[src/rtl/driver_74hc595_pkg.sv]
// Shared constants and types for the 74HC595 lamp-chain driver.
// The optional PWM dimming feature is enabled by defining DRIVER_74HC595_PWM_EN.
package driver_74hc595_pkg;

  // Geometry of the lamp chains: five chains of sixteen bits each.
  localparam int CHAIN_W = 16;
  localparam int N_CHAIN = 5;

  // Frame timing: one LOAD cycle, two cycles per shifted bit, two latch cycles.
  localparam int LOAD_CYCLES  = 1;
  localparam int SHIFT_CYCLES = 2 * CHAIN_W;
  localparam int LATCH_CYCLES = 2;
  localparam int FRAME_CYCLES = LOAD_CYCLES + SHIFT_CYCLES + LATCH_CYCLES;

  // The phase counter must cover every cycle of the SHIFT window.
  localparam int CNT_W = 5;

  // Width of the free-running dimming counter and of the brightness input.
  localparam int PWM_W = 4;

  typedef logic [CNT_W-1:0] cnt_t;
  typedef logic [PWM_W-1:0] pwm_t;

  // Terminal counts for the SHIFT and LATCH windows.
  localparam cnt_t SHIFT_LAST = cnt_t'(SHIFT_CYCLES - 1);
  localparam cnt_t LATCH_LAST = cnt_t'(LATCH_CYCLES - 1);

  // Frame sequencer states; there is deliberately no idle state.
  typedef enum logic [1:0] {
    LOAD  = 2'd0,
    SHIFT = 2'd1,
    LATCH = 2'd2
  } state_e;

  // Odd phase counts are the cycles in which SRCLK is high.
  function automatic logic is_clock_phase(input cnt_t cnt);
    return cnt[0];
  endfunction

endpackage

[src/rtl/driver_74hc595_if.sv]
// Pin-side bundle between the lamp registers and the 74HC595 chains.
// The brightness input exists only when DRIVER_74HC595_PWM_EN is defined.
interface driver_74hc595_if;
  import driver_74hc595_pkg::*;

  logic [CHAIN_W-1:0] data_0;
  logic [CHAIN_W-1:0] data_1;
  logic [CHAIN_W-1:0] data_2;
  logic [CHAIN_W-1:0] data_3;
  logic [CHAIN_W-1:0] data_4;

`ifdef DRIVER_74HC595_PWM_EN
  pwm_t brightness;
`endif

  logic SER_0;
  logic SER_1;
  logic SER_2;
  logic SER_3;
  logic SER_4;
  logic SRCLK;
  logic RCLK;
  logic OEn;
  logic frame_done;

  // Master side: the lamp-register owner supplies words and watches the pins.
  modport master (
`ifdef DRIVER_74HC595_PWM_EN
    output brightness,
`endif
    output data_0, data_1, data_2, data_3, data_4,
    input  SER_0, SER_1, SER_2, SER_3, SER_4,
    input  SRCLK, RCLK, OEn, frame_done
  );

  // Slave side: the driver consumes words and produces the chain pins.
  modport slave (
`ifdef DRIVER_74HC595_PWM_EN
    input  brightness,
`endif
    input  data_0, data_1, data_2, data_3, data_4,
    output SER_0, SER_1, SER_2, SER_3, SER_4,
    output SRCLK, RCLK, OEn, frame_done
  );

endinterface

[src/rtl/driver_74hc595_chain.sv]
// One chain's shadow register and registered serial output.
// The word is captured on load and leaves MSB first, one bit per shift strobe.
module driver_74hc595_chain
  import driver_74hc595_pkg::*;
(
  input  logic               clk,
  input  logic               reset,
  input  logic               load,
  input  logic               shift,
  input  logic               ser_clr,
  input  logic [CHAIN_W-1:0] data,
  output logic               ser
);

  logic [CHAIN_W-1:0] shadow_q;
  logic [CHAIN_W-1:0] shadow_d;
  logic               ser_q;
  logic               ser_d;

  // Next shadow contents and next serial bit. The shadow rotates rather than
  // shifts so every bit stays live; after a full frame it is reloaded anyway.
  // SER is taken from the post-update MSB so it is valid in the cycle right
  // after the load or shift strobe, a full cycle ahead of the SRCLK rise.
  always_comb begin
    shadow_d = shadow_q;
    ser_d    = ser_q;
    if (load) begin
      shadow_d = data;
    end else if (shift) begin
      shadow_d = {shadow_q[CHAIN_W-2:0], shadow_q[CHAIN_W-1]};
    end
    if (ser_clr) begin
      ser_d = 1'b0;
    end else if (load || shift) begin
      ser_d = shadow_d[CHAIN_W-1];
    end
  end

  // Shadow and output registers, cleared by reset.
  always_ff @(posedge clk) begin
    if (reset) begin
      shadow_q <= '0;
      ser_q    <= 1'b0;
    end else begin
      shadow_q <= shadow_d;
      ser_q    <= ser_d;
    end
  end

  assign ser = ser_q;

endmodule

[src/rtl/driver_74hc595.sv]
// Serial-out driver for five daisy-chained 74HC595 lamp chains.
// Sequences LOAD -> SHIFT -> LATCH forever, producing SER/SRCLK/RCLK/OEn.
// Define DRIVER_74HC595_PWM_EN to add brightness dimming on OEn.
module driver_74hc595
  import driver_74hc595_pkg::*;
(
  input  logic             clk,
  input  logic             reset,
  driver_74hc595_if.slave  bus
);

  state_e state_q;
  state_e state_d;
  cnt_t   cnt_q;
  cnt_t   cnt_d;

  logic srclk_q;
  logic srclk_d;
  logic rclk_q;
  logic rclk_d;
  logic frame_done_q;
  logic frame_done_d;
  logic latched_q;
  logic latched_d;
  logic oen_q;
  logic oen_d;

`ifdef DRIVER_74HC595_PWM_EN
  pwm_t pwm_cnt_q;
  pwm_t pwm_cnt_d;
`endif

  logic               load_en;
  logic               shift_en;
  logic               ser_clr;
  logic [CHAIN_W-1:0] data_w [N_CHAIN];
  logic               ser_w  [N_CHAIN];

  assign data_w[0] = bus.data_0;
  assign data_w[1] = bus.data_1;
  assign data_w[2] = bus.data_2;
  assign data_w[3] = bus.data_3;
  assign data_w[4] = bus.data_4;

  // Chain strobes: capture during LOAD, advance on each SRCLK-high cycle, and
  // drop SER to 0 on the final advance so it idles low through LATCH.
  assign load_en  = (state_q == LOAD);
  assign shift_en = (state_q == SHIFT) && is_clock_phase(cnt_q);
  assign ser_clr  = shift_en && (cnt_q == SHIFT_LAST);

  for (genvar n = 0; n < N_CHAIN; n++) begin : g_chain
    driver_74hc595_chain u_chain (
      .clk     (clk),
      .reset   (reset),
      .load    (load_en),
      .shift   (shift_en),
      .ser_clr (ser_clr),
      .data    (data_w[n]),
      .ser     (ser_w[n])
    );
  end

  // Frame sequencer: one LOAD cycle, SHIFT_CYCLES of shifting, then two
  // LATCH cycles; the counter is reused as the phase index in each state.
  always_comb begin
    state_d = state_q;
    cnt_d   = cnt_q;
    unique case (state_q)
      LOAD: begin
        state_d = SHIFT;
        cnt_d   = '0;
      end
      SHIFT: begin
        if (cnt_q == SHIFT_LAST) begin
          state_d = LATCH;
          cnt_d   = '0;
        end else begin
          cnt_d = cnt_q + cnt_t'(1);
        end
      end
      LATCH: begin
        if (cnt_q == LATCH_LAST) begin
          state_d = LOAD;
          cnt_d   = '0;
        end else begin
          cnt_d = cnt_q + cnt_t'(1);
        end
      end
      default: begin
        state_d = LOAD;
        cnt_d   = '0;
      end
    endcase
  end

  // Pin outputs are decoded from the next state so that they appear,
  // registered, in the same cycle the sequencer enters that phase.
  // RCLK only exists inside LATCH, so SRCLK and RCLK can never overlap and an
  // aborted frame can never be transferred to the lamps.
  always_comb begin
    srclk_d      = (state_d == SHIFT) && is_clock_phase(cnt_d);
    rclk_d       = (state_d == LATCH) && (cnt_d == '0);
    frame_done_d = (state_d == LATCH) && (cnt_d == LATCH_LAST);
    latched_d    = latched_q | rclk_q;
  end

`ifdef DRIVER_74HC595_PWM_EN
  // Lamps light only after a valid latch and only while the free-running
  // dimming counter is below the requested brightness.
  always_comb begin
    pwm_cnt_d = pwm_cnt_q + pwm_t'(1);
    oen_d     = ~(latched_d & (pwm_cnt_d < bus.brightness));
  end
`else
  // Lamps stay blanked until the first frame has been latched after reset.
  always_comb begin
    oen_d = ~latched_d;
  end
`endif

  // State, counter and output registers with synchronous reset.
  always_ff @(posedge clk) begin
    if (reset) begin
      state_q      <= LOAD;
      cnt_q        <= '0;
      srclk_q      <= 1'b0;
      rclk_q       <= 1'b0;
      frame_done_q <= 1'b0;
      latched_q    <= 1'b0;
      oen_q        <= 1'b1;
    end else begin
      state_q      <= state_d;
      cnt_q        <= cnt_d;
      srclk_q      <= srclk_d;
      rclk_q       <= rclk_d;
      frame_done_q <= frame_done_d;
      latched_q    <= latched_d;
      oen_q        <= oen_d;
    end
  end

`ifdef DRIVER_74HC595_PWM_EN
  // Free-running dimming counter, independent of the frame sequencer.
  always_ff @(posedge clk) begin
    if (reset) begin
      pwm_cnt_q <= '0;
    end else begin
      pwm_cnt_q <= pwm_cnt_d;
    end
  end
`endif

  assign bus.SER_0      = ser_w[0];
  assign bus.SER_1      = ser_w[1];
  assign bus.SER_2      = ser_w[2];
  assign bus.SER_3      = ser_w[3];
  assign bus.SER_4      = ser_w[4];
  assign bus.SRCLK      = srclk_q;
  assign bus.RCLK       = rclk_q;
  assign bus.OEn        = oen_q;
  assign bus.frame_done = frame_done_q;

endmodule

[src/flat_wrapper.sv]
// flat-port wrapper written by rule: the top's interface ports become plain ports
module driver_74hc595_flat import driver_74hc595_pkg::*;
  (clk, reset, bus_data_0, bus_data_1, bus_data_2, bus_data_3, bus_data_4, bus_SER_0, bus_SER_1, bus_SER_2, bus_SER_3, bus_SER_4, bus_SRCLK, bus_RCLK, bus_OEn, bus_frame_done);
  driver_74hc595_if bus_i ();
  input  logic clk;
  input  logic reset;
  input wire logic [$bits(bus_i.data_0)-1:0] bus_data_0;
  input wire logic [$bits(bus_i.data_1)-1:0] bus_data_1;
  input wire logic [$bits(bus_i.data_2)-1:0] bus_data_2;
  input wire logic [$bits(bus_i.data_3)-1:0] bus_data_3;
  input wire logic [$bits(bus_i.data_4)-1:0] bus_data_4;
  output wire logic [$bits(bus_i.SER_0)-1:0] bus_SER_0;
  output wire logic [$bits(bus_i.SER_1)-1:0] bus_SER_1;
  output wire logic [$bits(bus_i.SER_2)-1:0] bus_SER_2;
  output wire logic [$bits(bus_i.SER_3)-1:0] bus_SER_3;
  output wire logic [$bits(bus_i.SER_4)-1:0] bus_SER_4;
  output wire logic [$bits(bus_i.SRCLK)-1:0] bus_SRCLK;
  output wire logic [$bits(bus_i.RCLK)-1:0] bus_RCLK;
  output wire logic [$bits(bus_i.OEn)-1:0] bus_OEn;
  output wire logic [$bits(bus_i.frame_done)-1:0] bus_frame_done;
  assign bus_i.data_0 = bus_data_0;
  assign bus_i.data_1 = bus_data_1;
  assign bus_i.data_2 = bus_data_2;
  assign bus_i.data_3 = bus_data_3;
  assign bus_i.data_4 = bus_data_4;
  assign bus_SER_0 = bus_i.SER_0;
  assign bus_SER_1 = bus_i.SER_1;
  assign bus_SER_2 = bus_i.SER_2;
  assign bus_SER_3 = bus_i.SER_3;
  assign bus_SER_4 = bus_i.SER_4;
  assign bus_SRCLK = bus_i.SRCLK;
  assign bus_RCLK = bus_i.RCLK;
  assign bus_OEn = bus_i.OEn;
  assign bus_frame_done = bus_i.frame_done;
  driver_74hc595 u_core (.clk(clk), .reset(reset), .bus(bus_i));
endmodule
[config.mk]
export PLATFORM = sky130hd
export DESIGN_NAME = driver_74hc595_flat
export DESIGN_NICKNAME = d
export VERILOG_FILES = /design/src/rtl/driver_74hc595_pkg.sv /design/src/rtl/driver_74hc595_if.sv /design/src/rtl/driver_74hc595_chain.sv /design/src/rtl/driver_74hc595.sv /design/src/flat_wrapper.sv
export SDC_FILE = /design/constraint.sdc
export NUM_CORES = 1
export LEC_CHECK = 0
export CELL_PAD_IN_SITES_DETAIL_PLACEMENT = 1
export CELL_PAD_IN_SITES_GLOBAL_PLACEMENT = 2
export CORE_ASPECT_RATIO = 1.4
export CORE_UTILIZATION = 29
export CTS_CLUSTER_SIZE = 12
export DETAILED_ROUTE_END_ITERATION = 16
export MAX_ROUTING_LAYER = met4
export PLACE_DENSITY_LB_ADDON = 0.1
export REMOVE_ABC_BUFFERS = 1
export SLEW_MARGIN = 0
export SYNTH_ARGS = -nofsm -noshare
export SYNTH_HDL_FRONTEND = slang
export SYNTH_SLANG_ARGS = --single-unit
[constraint.sdc]
create_clock -name clk -period 3.7 [get_ports clk]
set_input_delay 1.11 -clock clk [delete_from_list [all_inputs] [get_ports clk]]
set_output_delay 1.11 -clock clk [all_outputs]
set_load 0.02 [all_outputs]
==> results.md, run 1 <==
- The count of pins over their slew limit came to 0.
- The clock-pin slew reported for the worst setup and hold paths after clock tree synthesis is approximately 0.06 ns.
- The capturing element type of the critical path is a primary output.
- Buffers added to address setup during post-CTS repair amount to 0.
- The overall die area is 14810 µm².
- The slew of the pin with the lowest slew margin is 0.8770 ns.
- The cell area after synthesis is a little over 4000 µm².
- The total number of H-tree levels is 3.
- The I/O pin count is 91.
- For this configuration, the core starts out at a cell density of 29.73%.
- Sequential cells were found to cover 46.75% of the synthesized design area.
- The share of synthesized area in the top cell type comes to 46.75%.
- The wire length of the first global-routing pass is 18620 µm.
- At the later pin of the worst-skew pair, clock insertion delay measures ~0.35 ns.
- Detailed placement finished with a half-perimeter wire length of 7468 µm.
- The count of nets left with antenna violations once routing finished came out at 0.
- The antenna cell count is 0.
- The accumulated negative setup slack is 0 ns.
- The count of synthesis-stage warnings from yosys is 0.
- The placed standard-cell area is between 5000 and 6000 µm².
- The number of clock buffers inserted by TritonCTS is 9.
- The die is slightly above 100 µm wide.
- The commonest cells after synthesis are 153 x sky130_fd_sc_hd__nand2_1, 97 x sky130_fd_sc_hd__dfxtp_1, 84 x sky130_fd_sc_hd__nor2_1, 75 x sky130_fd_sc_hd__a311oi_1, 37 x sky130_fd_sc_hd__clkbuf_1.
- The share of layout cells above drive strength 1 is 3.553%.
- The power per unit of standard cell area is approximately 430 nW/µm².
- The max-cap violation count is 0.
- The worst hold path belongs to the class register to register.
- The worst endpoint data arrival time is approximately 1.3 ns.
- Ranked by total cell area, the synthesized netlist is headed by sky130_fd_sc_hd__dfxtp_1 47%, sky130_fd_sc_hd__a311oi_1 16%, sky130_fd_sc_hd__nand2_1 14%.
- The number of resized instances in the post-cts repair step is 0.
- Across the VDD grid, the largest voltage drop is ~190 µV.
- Entering global routing, the biggest net connects 81 pins.
- In this run, post-CTS hold repair placed 0 buffers.
- The final count of negative-setup-slack endpoints is 0.
- The average wire per standard cell is 15.06 µm.
- For this run, the detailed router's first-pass iteration total came to 4.
- The standby leakage power is between 1.5 and 2 nW.
- The detailed router finished its first iteration with between 100 and 150 violations.
- Compared with the post-synthesis result, the final layout area differs by 30.42%.
- The most common flop cell mapped by yosys is sky130_fd_sc_hd__dfxtp_1.
- Yosys mapped a number of flops with a built-in enable equal to 0.
- In this run the tightest slew margin relative to its limit is 41.53%.
- The number of antenna violations at the first check in global routing is 0.
- The number of endpoints with negative hold slack in the final report came to 0.
- The weighted congestion at the end of routability-driven global placement is about 0.73.
- The number of remaining DRC errors is 0.
- The global-route usage over all layers is 16.77%.
- The post-route standard cell area excluding fillers is ~5400 µm².
- The maximum fanout along the worst path is 2.
- The tree is rooted in a sky130_fd_sc_hd__clkbuf_16.
- The cell family contributing the most delay on the critical path is buffers and inverters.
- The vias per cell is 4.946.
- The slowest cell on the critical path is sky130_fd_sc_hd__clkdlybuf4s50_1.
- Data on the critical path is required at its endpoint by around 2.6 ns.
- The number of global-route vias before repair is around 3.8k.
- The total of fill cells in the finished design is between 1.5k and 2k.
- The share of the cycle needed by the critical path after routing is approximately 66%.
- The post-placement setup slack is between 1 and 1.5 ns.
- The synthesized design spends more area on one cell type than any other, namely sky130_fd_sc_hd__dfxtp_1.
- The stage delay of the slowest cell on the critical path is 0.65 ns.
- The die outline height is 143.6 µm.
- The launching element type of the critical path is a register.
- The number of different library cells used by synthesis comes to 30.
- The area of the core is between 10000 and 15000 µm².
- Setup repair after global routing left no endpoint under its margin.
- The layout net count is 676.
- A synthesized cell averages about 7.9 µm².
- The clock drives a little under 100 sinks.
- The clock arrives with just over 0.008 ns of skew.
- After global routing the overflow that remains totals 0.
- The number of vias after detailed routing is between 3k and 4k.
- The completed layout was analyzed and its total power is roughly 2.4 mW.
- The flow ran to the end, and the final reports show no timing, DRC or antenna violations.
- Traced cell by cell, the critical path runs through clkdlybuf4s50_1.
- The final hold slack is between 0.4 and 0.5 ns.
- The CTS tree is built.
- The worst setup path category is register to primary output.
- The total detailed-routing wirelength is around 12000 µm.
- Synthesis inferred between 90 and 100 register bits.
- The proportion of register bits with asynchronous set or reset after synthesis is 0%.
- The number of buffers and inverters on the critical path is 1.
- The least setup slack across all paths after layout is 1.258 ns.
- The maximum number of buffers from clock root to sink is 2.
- The highest attainable clock frequency is ~400 MHz.
- The number of buffers inserted by port buffering is 90.
- The floorplan has between 50 and 60 rows.
- Synthesis handed over a netlist of ~530 instances.
- The worst path needs approximately 2.4 ns of the cycle, external delays included.
- The most frequent cell after synthesis is sky130_fd_sc_hd__nand2_1.
-- final timing paths --
kind / startpoint / endpoint / slack (ns) / cells after the start
worst max-delay path: u_core.g_chain[1].u_chain.ser$_SDFFE_PP0P_ / bus_SER_1 / 1.26 / 1
worst min-delay path: u_core.latched_q$_SDFF_PP0_ / u_core.latched_q$_SDFF_PP0_ / 0.47 / 2
worst max register to register: u_core.state_q[0]$_SDFF_PP0_ / u_core.g_chain[1].u_chain.shadow_q[3]$_SDFFE_PP0P_ / 1.35 / 6
worst min register to register: u_core.latched_q$_SDFF_PP0_ / u_core.latched_q$_SDFF_PP0_ / 0.47 / 2
-- flip-flops by register name, summed over array words and instances (netlist names) --
signal and count:
u_core.bus.OEn 1, u_core.bus.RCLK 1, u_core.bus.SRCLK 1, u_core.bus.frame_done 1
u_core.cnt_q 5, u_core.g_chain.u_chain.ser 5, u_core.g_chain.u_chain.shadow_q 80, u_core.latched_q 1
u_core.state_q 2
-- power by group --
group / internal (mW) / switching, mW
Clock: 0.473 / 0.384
Combinational: 0.163 / 0.164
Sequential: 1.13 / 0.0438
Total: 1.76 / 0.592
-- cell type report --
type                    instances  area [µm²]  area share (%)
inverters                       9       36.28          0.6697
clock buffers                  15       257.7           4.757
well taps                     185       231.5           4.273
multi-input cells             376        2009           37.09
repair buffers                 94       940.9           17.37
flip-flops and latches         97        1942           35.84
-- cells by family (layout without fill, tap and decap cells) --
group	Yosys count	in the layout	synth area share, %
adders and majority gates	7	7	2.108
and+or+nand+nor	263	263	25.06
xor gates and xnor gates	2	2	0.4218
AOI/OAI and AO/OA	104	104	20.54
DFF	97	97	46.75
buffers and inverters	55	118	5.120
-- stage by stage --
step / util [%] / instances
after global placement: 36.92 / 761
after global routing: 38.77 / 776
after floorplan: - / 482
after detailed placement: 36.92 / 761
after CTS: 38.77 / 776
final: 38.77 / 776
-- cell usage in the layout, fill, tap and decap left out, types with 2 or more instances in the layout --
cell	count
sky130_fd_sc_hd__a21o_1	5
sky130_fd_sc_hd__a21oi_1	15
sky130_fd_sc_hd__a311oi_1	75
sky130_fd_sc_hd__buf_4	4
sky130_fd_sc_hd__clkbuf_1	5
sky130_fd_sc_hd__clkbuf_16	9
sky130_fd_sc_hd__clkdlybuf4s50_1	89
sky130_fd_sc_hd__dfxtp_1	97
sky130_fd_sc_hd__ha_1	7
sky130_fd_sc_hd__inv_1	8
sky130_fd_sc_hd__nand2_1	152
sky130_fd_sc_hd__nand3_1	3
sky130_fd_sc_hd__nor2_1	84
sky130_fd_sc_hd__nor3_1	14
sky130_fd_sc_hd__o21ai_0	2
sky130_fd_sc_hd__xor2_1	2
-- metal layers --
metal  wire, µm  share of wire [%]  track usage, %  vias up
li1           -                  -               -     1950
met1       5644                 48           21.11     1817
met2       5503                 47           26.42       55
met3        342                2.9           3.113       16
met4        195                1.7           6.523        0
met5          0                  0               -        -
Note: power is estimated with default switching activity, not from simulation.
==> run 2: changes to the inputs <==
Settings changed: CORE_UTILIZATION 29 to 26.
Clock period 3.7 ns to 2 ns, I/O delays scaled along.
==> run 2 against run 1 <==
  * Register-to-register slack got worse by 1.3 ns
  * Critical path depth unchanged
  * Worst hold slack better by 0.0071 ns
  * Highest routed layer unchanged
  * Non-clock buffer count grew 13
  * Critical endpoint is now bus_SER_4
  * Sequential share of layout area fell by 1.6 points
  * Global-route usage fell by 0.51 points
  * Count of clock-buffer cells in the layout is 3 lower
  * Sequential cell count is the same
  * Largest power group unchanged
  * Core utilization fell by 2.4 points
  * Sequential power increased by 85%
  * Clock skew is essentially flat
  * Wire length up 4.3%
  * Critical path type unchanged
==> results.md, run 2 (synthesized netlist as in run 1, its figures left out) <==
- The met3 capacity usage during global routing came to 3.507% (+0.39 points).
- The area of the core was 15610 µm² (+12%).
- The die outline height is 151.6 µm (+5.5%).
- The vias per cell is 4.946 (about the same).
- The run finished with clean final reports.
- The placed cell count is 785 (+3.2%).
- The maximum fanout along the worst path is 2 (unchanged).
- The clock period could shrink to 1.927 ns.
- The final critical path takes up 96.36% of the cycle.
- The worst setup path is launched from a register.
- The overall power of the completed layout is 4.668 mW (+98%).
- The pin count of the biggest net entering global routing is 56 (-31%).
- The initial cell density of the core is 26.62% (-3.1 points).
- The stage delay of the slowest cell on the critical path was 0.62 ns (-0.03 ns).
- The number of endpoints with negative hold slack in the final report is 0 (unchanged).
- The number of remaining DRC errors came to 0 (unchanged).
- Walking the worst path, the cells encountered are clkdlybuf4s50_1.
- The final count of negative-setup-slack endpoints is 0 (unchanged).
- The post-route standard cell area excluding fillers is 5672 µm² (+4.7%).
- The global-route usage over all layers is 16.27% (-0.51 points).
- The total number of H-tree levels came to 3 (unchanged).
- The maximum number of buffers from clock root to sink was 2 (unchanged).
- The clock network latency to the later pin of the worst-skew pair is 0.35 ns (about the same).
- The cell row count is 54 (+5.9%).
- The busiest layer in global routing is met2.
- The final core utilization was 36.34% (-2.4 points).
- The global routing met2 resource utilization is 25.73% (-0.69 points).
- The number of nets with antenna violations after routing came to 0 (unchanged).
- The number of global-route vias before repair is 4048 (+6.7%).
- The number of clock buffers inserted by TritonCTS came to 9 (unchanged).
- The total detailed-routing wirelength came to 12180 µm (+4.3%).
- The worst hold path begins at u_core.latched_q$_SDFF_PP0_.
- The clock-pin slew reported for the worst setup and hold paths after clock tree synthesis is 0.07 ns (about the same).
- The placed standard-cell area came to 5346 µm² (+3.6%).
- The count of hold buffers inserted by post-cts repair is 0 (unchanged).
- The cell family contributing the most delay on the critical path is buffers and inverters.
- Among all stages on the critical path, the largest delay is contributed by sky130_fd_sc_hd__clkdlybuf4s50_1.
- The max-cap violation count is 0 (unchanged).
- The number of buffers inserted by port buffering is 90 (unchanged).
- The share of layout cells above drive strength 1 was 6.457% (+2.9 points).
- The count of pins over their slew limit is 0 (unchanged).
- The final hold slack is 0.4767 ns (+0.007052 ns).
- The worst endpoint data arrival time is 1.33 ns (about the same).
- The CTS tree is built.
- The chip width was 108.8 µm (+5.5%).
- The I/O pin count is 91 (unchanged).
- The number of vias after detailed routing came to 3957 (+3.1%).
- The library cell used most frequently in the layout, excluding fill and tap cells, is sky130_fd_sc_hd__nand2_1.
- The power per unit of standard cell area came to 823.0 nW/µm² (+89%).
- The peak supply drop was 417.7 µV (+120%).
- The antenna cell count was 0 (unchanged).
- The worst setup path is captured at a primary output.
- The overall die area is 16490 µm² (+11%).
- Leaving out fill and tap cells, the most frequent cells in the layout are 152 x sky130_fd_sc_hd__nand2_1, 97 x sky130_fd_sc_hd__dfxtp_1, 88 x sky130_fd_sc_hd__clkdlybuf4s50_1, 84 x sky130_fd_sc_hd__nor2_1, 75 x sky130_fd_sc_hd__a311oi_1.
- The endpoint required time on the critical path is 1.40 ns (-1.19 ns).
- The post-placement setup slack is 0.05178 ns (-1.268 ns).
- The register with the highest flop count is u_core.g_chain.u_chain.shadow_q.
- Setup repair after global routing left no endpoint under its margin.
- The layout net count is 689 (+1.9%).
- The class of the tightest hold or removal check is register to register.
- The number of optimization iterations in the first detailed-route pass was 4 (unchanged).
- The number of antenna violations at the first check in global routing is 0 (unchanged).
- Clock tree synthesis selected as its root buffer the cell sky130_fd_sc_hd__clkbuf_16.
- The weighted congestion at the end of routability-driven global placement is 0.7954 (+9.2%).
- The worst setup path category is register to primary output.
- For this run, the top clock speed supported by timing is between 500 and 600 MHz.
- The accumulated negative setup slack is 0 ns (unchanged).
- The average wire per standard cell is 15.23 µm (+1.1%).
- The count of routing violations after the opening detailed-route iteration was 156 (+15%).
- The slew of the pin with the lowest slew margin came to 0.3357 ns (-0.5414 ns).
- The count of placed standard cells in the final layout, fillers left out is 800 (+3.1%).
- The total overflow reported by the global router is 0 (unchanged).
- The wire length of the first global-routing pass came to 20210 µm (+8.6%).
- The clock skew after layout is 0.008222 ns (+0.00001041 ns).
- The startpoint of the worst-slack reg-to-reg timing path is u_core.cnt_q[0]$_SDFF_PP0_.
- The standby leakage power is 2.110 nW (+7.1%).
- Compared with the post-synthesis result, the final layout area differs by 36.54%.
- The placed wire-length estimate came to 7974 µm (+6.8%).
- The relative slew slack is 77.62% (+36 points).
- The routing usage on met1 is 20.12% (-0.98 points).
- The number of flip-flops in the largest register is 80 (unchanged).
- The least setup slack across all paths after layout is 0.07280 ns (-1.185 ns).
- The launching instance or port of the critical path is u_core.g_chain[4].u_chain.ser$_SDFFE_PP0P_.
- The number of buffers and inverters on the critical path is 1 (unchanged).
- The number of sinks on the clock net is 97 (unchanged).
run 2: worst paths after layout:
check	end	slack (ns)	cells after the start
hold / removal	u_core.latched_q$_SDFF_PP0_	0.48	2
hold reg to reg	u_core.latched_q$_SDFF_PP0_	0.48	2
setup reg to reg	u_core.bus.RCLK$_SDFF_PP0_	0.09	7
setup / recovery	bus_SER_4	0.07	1
run 2: cell type report:
cell class / count / area (µm²)
Clock inverter: 3 / 65.06
Clock buffer: 12 / 246.5
Tap cell: 196 / 245.2
Multi-Input combinational cell: 376 / 2021
Fill cell: 1880 / 9936
Sequential cell: 97 / 1942
Inverter: 9 / 36.28
Timing Repair Buffer: 107 / 1116
run 2: worst reg2reg max path, cell delays in order (launching register included):
cell and delay (ns):
sky130_fd_sc_hd__dfxtp_1 0.35, sky130_fd_sc_hd__ha_1 0.23, sky130_fd_sc_hd__and3_1 0.19, sky130_fd_sc_hd__ha_1 0.24, sky130_fd_sc_hd__inv_1 0.11, sky130_fd_sc_hd__a22oi_2 0.09, sky130_fd_sc_hd__a221o_2 0.42, sky130_fd_sc_hd__and3b_1 0.17
run 2: power by group:
group / internal, mW / switching [mW]
Sequential: 2.08 / 0.0791
Combinational: 0.331 / 0.315
Clock: 1.12 / 0.736
run 2: what timing repair did:
action,in CTS,in global routing
resized for setup,0,3
setup endpoints to repair,0,2
buffers inserted,0,0
run 2: routing by layer:
layer	vias to the layer above	routed length, µm
met4	0	199
met5	-	0
met2	61	5869
met1	1902	5650
li1	1978	-
met3	16	464
